## src/rtl/uart_ctrl_if.sv

```systemverilog
// uart_ctrl_if: host byte bus plus UART send/receive handshake signals for uart_ctrl.
interface uart_ctrl_if;
  logic       iWR;
  logic [7:0] iWDATA;
  logic       iRD;
  logic [7:0] oRDATA;
  logic       oTX_FULL;
  logic       oTX_IDLE;
  logic       oRX_EMPTY;
  logic       oRX_OVF;
  logic       iCLR_OVF;
  logic       oUT;
  logic [7:0] oUTDATA;
  logic       iUT;
  logic       iUR;
  logic [7:0] iURDATA;
  modport master (
    output iWR, iWDATA, iRD, iCLR_OVF, iUT, iUR, iURDATA,
    input  oRDATA, oTX_FULL, oTX_IDLE, oRX_EMPTY, oRX_OVF, oUT, oUTDATA
  );
  modport slave (
    input  iWR, iWDATA, iRD, iCLR_OVF, iUT, iUR, iURDATA,
    output oRDATA, oTX_FULL, oTX_IDLE, oRX_EMPTY, oRX_OVF, oUT, oUTDATA
  );
endinterface

```

## src/rtl/uart_ctrl.sv

```systemverilog
// uart_ctrl: TX/RX byte FIFOs between a host strobe bus and a level-handshake UART.
module uart_ctrl #(
  parameter int DEPTH_LOG2 = 4
) (
  input logic      iCLK,
  input logic      iRST_N,
  uart_ctrl_if.slave bus
);
  localparam int DEPTH = 1 << DEPTH_LOG2;
  typedef logic [DEPTH_LOG2-1:0] ptr_t;
  typedef logic [DEPTH_LOG2:0]   cnt_t;
  localparam cnt_t FULL = cnt_t'(DEPTH);
  typedef enum logic [2:0] {IDLE, LOAD, REQ, BUSY, GAP} tx_state_t;
  tx_state_t state, stateNxt;
  logic [7:0] txMem [DEPTH];
  logic [7:0] rxMem [DEPTH];
  ptr_t txWp, txRp, rxWp, rxRp;
  cnt_t txCnt, rxCnt;
  logic [7:0] utData;
  logic tmr, txPop, txPush, urD, rxCap, rxPop, rxPush, rxOvf;
  always_comb begin
    stateNxt = state;
    txPop    = 1'b0;
    case (state)
      IDLE: if (txCnt != '0 && bus.iUT) begin
        stateNxt = LOAD;
        txPop    = 1'b1;
      end
      LOAD:    stateNxt = tmr ? REQ : LOAD;
      REQ:     stateNxt = bus.iUT ? REQ : BUSY;
      BUSY:    stateNxt = bus.iUT ? GAP : BUSY;
      GAP:     stateNxt = tmr ? IDLE : GAP;
      default: stateNxt = IDLE;
    endcase
  end
  // A simultaneous pop frees the slot, so a write to a full FIFO still lands
  assign txPush = bus.iWR && (txCnt != FULL || txPop);
  assign rxCap  = bus.iUR && !urD;
  assign rxPop  = bus.iRD && rxCnt != '0;
  assign rxPush = rxCap && (rxCnt != FULL || rxPop);
  always_ff @(posedge iCLK or negedge iRST_N) begin
    if (!iRST_N) begin
      state  <= IDLE;
      tmr    <= 1'b0;
      utData <= '0;
      txWp   <= '0;
      txRp   <= '0;
      txCnt  <= '0;
      rxWp   <= '0;
      rxRp   <= '0;
      rxCnt  <= '0;
      urD    <= 1'b1;
      rxOvf  <= 1'b0;
    end else begin
      state  <= stateNxt;
      tmr    <= (state == LOAD || state == GAP) && !tmr;
      utData <= txPop ? txMem[txRp] : utData;
      txWp   <= txWp + ptr_t'(txPush);
      txRp   <= txRp + ptr_t'(txPop);
      txCnt  <= txCnt + cnt_t'(txPush) - cnt_t'(txPop);
      rxWp   <= rxWp + ptr_t'(rxPush);
      rxRp   <= rxRp + ptr_t'(rxPop);
      rxCnt  <= rxCnt + cnt_t'(rxPush) - cnt_t'(rxPop);
      urD    <= bus.iUR;
      rxOvf  <= (rxCap && !rxPush) ? 1'b1 : bus.iCLR_OVF ? 1'b0 : rxOvf;
    end
  end
  always_ff @(posedge iCLK) begin
    if (txPush) txMem[txWp] <= bus.iWDATA;
    if (rxPush) rxMem[rxWp] <= bus.iURDATA;
  end
  assign bus.oRDATA    = rxMem[rxRp];
  assign bus.oTX_FULL  = txCnt == FULL;
  assign bus.oTX_IDLE  = txCnt == '0 && state == IDLE && bus.iUT;
  assign bus.oRX_EMPTY = rxCnt == '0;
  assign bus.oRX_OVF   = rxOvf;
  assign bus.oUT       = state == REQ || state == BUSY;
  assign bus.oUTDATA   = utData;
endmodule

```

## src/flat_wrapper.sv

```systemverilog
// flat-port wrapper written by rule: the top's interface ports become plain ports
module uart_ctrl_flat 
#(
  parameter int DEPTH_LOG2 = 4
)
  (iCLK, iRST_N, bus_iWR, bus_iWDATA, bus_iRD, bus_iCLR_OVF, bus_iUT, bus_iUR, bus_iURDATA, bus_oRDATA, bus_oTX_FULL, bus_oTX_IDLE, bus_oRX_EMPTY, bus_oRX_OVF, bus_oUT, bus_oUTDATA);
  uart_ctrl_if bus_i ();
  input logic iCLK;
  input logic iRST_N;
  input wire logic [$bits(bus_i.iWR)-1:0] bus_iWR;
  input wire logic [$bits(bus_i.iWDATA)-1:0] bus_iWDATA;
  input wire logic [$bits(bus_i.iRD)-1:0] bus_iRD;
  input wire logic [$bits(bus_i.iCLR_OVF)-1:0] bus_iCLR_OVF;
  input wire logic [$bits(bus_i.iUT)-1:0] bus_iUT;
  input wire logic [$bits(bus_i.iUR)-1:0] bus_iUR;
  input wire logic [$bits(bus_i.iURDATA)-1:0] bus_iURDATA;
  output wire logic [$bits(bus_i.oRDATA)-1:0] bus_oRDATA;
  output wire logic [$bits(bus_i.oTX_FULL)-1:0] bus_oTX_FULL;
  output wire logic [$bits(bus_i.oTX_IDLE)-1:0] bus_oTX_IDLE;
  output wire logic [$bits(bus_i.oRX_EMPTY)-1:0] bus_oRX_EMPTY;
  output wire logic [$bits(bus_i.oRX_OVF)-1:0] bus_oRX_OVF;
  output wire logic [$bits(bus_i.oUT)-1:0] bus_oUT;
  output wire logic [$bits(bus_i.oUTDATA)-1:0] bus_oUTDATA;
  assign bus_i.iWR = bus_iWR;
  assign bus_i.iWDATA = bus_iWDATA;
  assign bus_i.iRD = bus_iRD;
  assign bus_i.iCLR_OVF = bus_iCLR_OVF;
  assign bus_i.iUT = bus_iUT;
  assign bus_i.iUR = bus_iUR;
  assign bus_i.iURDATA = bus_iURDATA;
  assign bus_oRDATA = bus_i.oRDATA;
  assign bus_oTX_FULL = bus_i.oTX_FULL;
  assign bus_oTX_IDLE = bus_i.oTX_IDLE;
  assign bus_oRX_EMPTY = bus_i.oRX_EMPTY;
  assign bus_oRX_OVF = bus_i.oRX_OVF;
  assign bus_oUT = bus_i.oUT;
  assign bus_oUTDATA = bus_i.oUTDATA;
  uart_ctrl #(.DEPTH_LOG2(DEPTH_LOG2)) u_core (.iCLK(iCLK), .iRST_N(iRST_N), .bus(bus_i));
endmodule
```

## config.mk

```make
export PLATFORM = sky130hd
export DESIGN_NAME = uart_ctrl_flat
export DESIGN_NICKNAME = d
export VERILOG_FILES = /design/src/rtl/uart_ctrl_if.sv /design/src/rtl/uart_ctrl.sv /design/src/flat_wrapper.sv
export SDC_FILE = /design/constraint.sdc
export NUM_CORES = 1
export LEC_CHECK = 0
export CORE_ASPECT_RATIO = 0.6
export CORE_MARGIN = 8
export CORE_UTILIZATION = 50
export DETAILED_ROUTE_END_ITERATION = 10
export PLACE_DENSITY_LB_ADDON = 0.08
export SLEW_MARGIN = 20
export SYNTH_ARGS = -nofsm -noshare
export SYNTH_HDL_FRONTEND = slang
export SYNTH_SLANG_ARGS = --single-unit
```

## constraint.sdc

```tcl
create_clock -name iCLK -period 2.71 [get_ports iCLK]
set_input_delay 0.542 -clock iCLK [delete_from_list [all_inputs] [get_ports iCLK]]
set_output_delay 0.542 -clock iCLK [all_outputs]
set_load 0.02 [all_outputs]
```

==> impl_metrics.json <==
{
  "final.period_utilization_pct": 109.6,
  "io_pins": 44,
  "htree_levels": 1,
  "gp_congestion": 0.7732,
  "synth_area_um2": 11760,
  "vias": 5680,
  "failed_checks": "setup timing",
  "ir_worst_vdd_v": 0.0005051,
  "grt_setup_unrepaired": "true",
  "setup_viol": 8,
  "dp.cells": 970,
  "synth_common_cells": "edfxtp_1 (256), mux4_2 (72), dfrtp_1 (39)",
  "clock-sinks": 296,
  "stdcell_count": 1032,
  "hold_class": "in -> reg",
  "postRouteAntennaNets": 0,
  "antenna_cells": 0,
  "met2_length_um": 9981,
  "critPathLaunchType": "flop",
  "drv_slew": 0,
  "antenna_found_initial": 1,
  "dp_hpwl_um": 16750,
  "synth_edf_count": 256,
  "die_w_um": 214.0,
  "hold-worst-slack_ns": 0.4785,
  "netlist.area_leader.share_pct": 65.37,
  "dr.first_iter.drc_count": 560,
  "ys_top_cells_by_area": "edfxtp_1 (65%), mux4_2 (14%), dfrtp_1 (8.3%)",
  "wl_met1_um": 11420,
  "cts_buffers": 27,
  "async_flop_share_pct": 13.51,
  "nNetsFinal": 740,
  "rows": 43,
  "ys_seq_elements": 296,
  "final_core_util_pct": 60.72,
  "die_height_um": 134.8,
  "avgSynthCellArea_um2": 20.31,
  "synth.largest_area_cell": "edfxtp_1",
  "yosys_warnings": 0,
  "grt_max_degree": 35,
  "synth.most_common_cell": "edfxtp_1",
  "place_ws_ns": -0.2655,
  "grt-ovfl-total": 0,
  "drc": 0,
  "grt_pass1_vias": 5993,
  "routed.top_layer": "met5",
  "dieArea_um2": 28840,
  "crit_required_ns": 2.17,
  "met3WireLength_um": 2467,
  "cts_root_buffer": "clkbuf_16",
  "wl_um": 24230,
  "clk_latency_ns": 0.54,
  "track_usage_pct": 17.07,
  "core_area_um2": 23080,
  "drt_first_pass_iters": 5,
  "syn_inst": 579,
  "wire_per_inst_um": 23.48,
  "path_max_fanout": 6,
  "max_freq_mhz": 336.7,
  "drive_gt1_share_pct": 31.24,
  "pwr_density_cell_nw_per_um2": 1044,
  "syn2layout_area_growth_pct": 19.17,
  "arrival_ns": 2.43,
  "grt_pass1_wl_um": 37410,
  "final.min_clock_period_ns": 2.970,
  "portBuffers": 43,
  "start_util_pct": 50.95,
  "worst_slack_ns": -0.2596,
  "endpoint_kind": "output pin",
  "cts.clk_slew.worst_paths_ns": 0.07,
  "p_leak_uw": 0.004895,
  "yosysSeqAreaShare_pct": 73.89,
  "viasPerCell": 5.504,
  "synth_nets": 623,
  "clock_skew_ns": 0.01557,
  "cts_tree": "built",
  "relSlewSlack_pct": 60.61,
  "status": "finished, violations left",
  "synth_cell_types": 47,
  "synth_top_flop_cell": "edfxtp_1",
  "drv_cap": 0,
  "tightest_slew_ns": 0.5889,
  "hold_violations": 0,
  "cts.path.max_buffers": 3,
  "critical_path_class": "reg -> out"
}
==> cells by family after synthesis <==
kind of cell,count (synthesis),synth area share [%]
multiplexers,94,15.74
adder cells (fa/ha/maj),21,2.362
XOR/XNOR,18,1.341
AND/OR/NAND/NOR,79,3.522
flip-flops,296,73.89
buffers and inverters,47,1.777
AO/OA/AOI/OAI,24,1.373
==> through the flow <==
stage	setup TNS [ns]	total power, µW	area (µm²)
global placement	-6.212	10690	12940
floorplan	0	9161	11770
global route	-2.139	15400	14010
finish	-1.608	14630	14010
detailed placement	-8.634	10820	12940
CTS	-2.335	14620	13900
==> cell usage in the layout, fill, tap and decap left out, types with 7 or more instances in the layout <==
cell	count
edfxtp_1	256
mux4_2	72
buf_4	60
dfrtp_1	37
clkdlybuf4s50_1	31
nor2_1	30
clkbuf_16	27
ha_1	16
inv_1	15
mux2i_1	15
nand2_1	11
xnor2_1	10
buf_6	9
xor2_1	8
nor3_1	8
clkbuf_1	8
mux2_2	7
==> per-layer routing <==
metal,track usage [%],vias up
met2,23.20,178
met1,27.54,2916
met3,4.088,39
met5,0,-
met4,2.903,2
li1,-,2545
==> sequential cells by signal (all words and copies together) (netlist names) <==
| register | count |
|---|---|
| u_core.txMem | 128 |
| u_core.urD | 1 |
| u_core.tmr | 1 |
| u_core.txCnt | 5 |
| u_core.bus.oUTDATA | 8 |
| u_core.txRp | 4 |
| u_core.rxWp | 4 |
| u_core.state | 3 |
| u_core.rxCnt | 5 |
| u_core.txWp | 4 |
| u_core.bus.oRX_OVF | 1 |
| u_core.rxRp | 4 |
| u_core.rxMem | 128 |
==> path summary, 6_finish.rpt <==
kind	startpoint	endpoint	slack [ns]	cells after the start
setup reg to reg	u_core.txCnt[3]	u_core.txCnt[4]	0.13	13
hold / removal	bus_iUR	u_core.urD	0.48	1
max in group asynchronous	iRST_N	u_core.rxCnt[3]	1.45	3
hold reg to reg	u_core.tmr	u_core.tmr	0.49	1
setup / recovery	u_core.rxRp[0]	bus_oRDATA[3]	-0.26	6
min in group asynchronous	iRST_N	u_core.bus.oRX_OVF	0.50	2
==> power breakdown <==
| part | total (µW) | leakage [µW] | internal (µW) | switching (µW) |
|---|---|---|---|---|
| Combinational | 5050 | 0.00171 | 2680 | 2360 |
| Sequential | 6030 | 0.00279 | 5560 | 469 |
| Clock | 3550 | 0.000401 | 1970 | 1590 |
| Total | 14600 | 0.00489 | 10200 | 4420 |
==> final cells by class <==
class	count	area, µm²
Clock buffer	36	719.4
Clock inverter	14	103.9
Fill cell	1657	9066
Inverter	19	71.32
Multi-Input combinational cell	236	2938
Sequential cell	296	8692
Tap cell	315	394.1
Timing Repair Buffer	116	1096
==> worst max-delay path, cell delays in order (launching register included) <==
cell	delay, ns
dfrtp_2	0.41
buf_12	0.15
buf_12	0.13
buf_16	0.13
mux4_2	0.43
mux4_2	0.50
buf_6	0.16
==> repair_timing <==
action	CTS	global route
pin swaps	0	6
hold buffers	1	0
hold endpoints to repair	16	0
setup endpoints to repair	11	13
gates resized for setup	61	18
setup buffers	5	5
cloned	1	0
No activity file was read; power rests on OpenSTA's default activity.
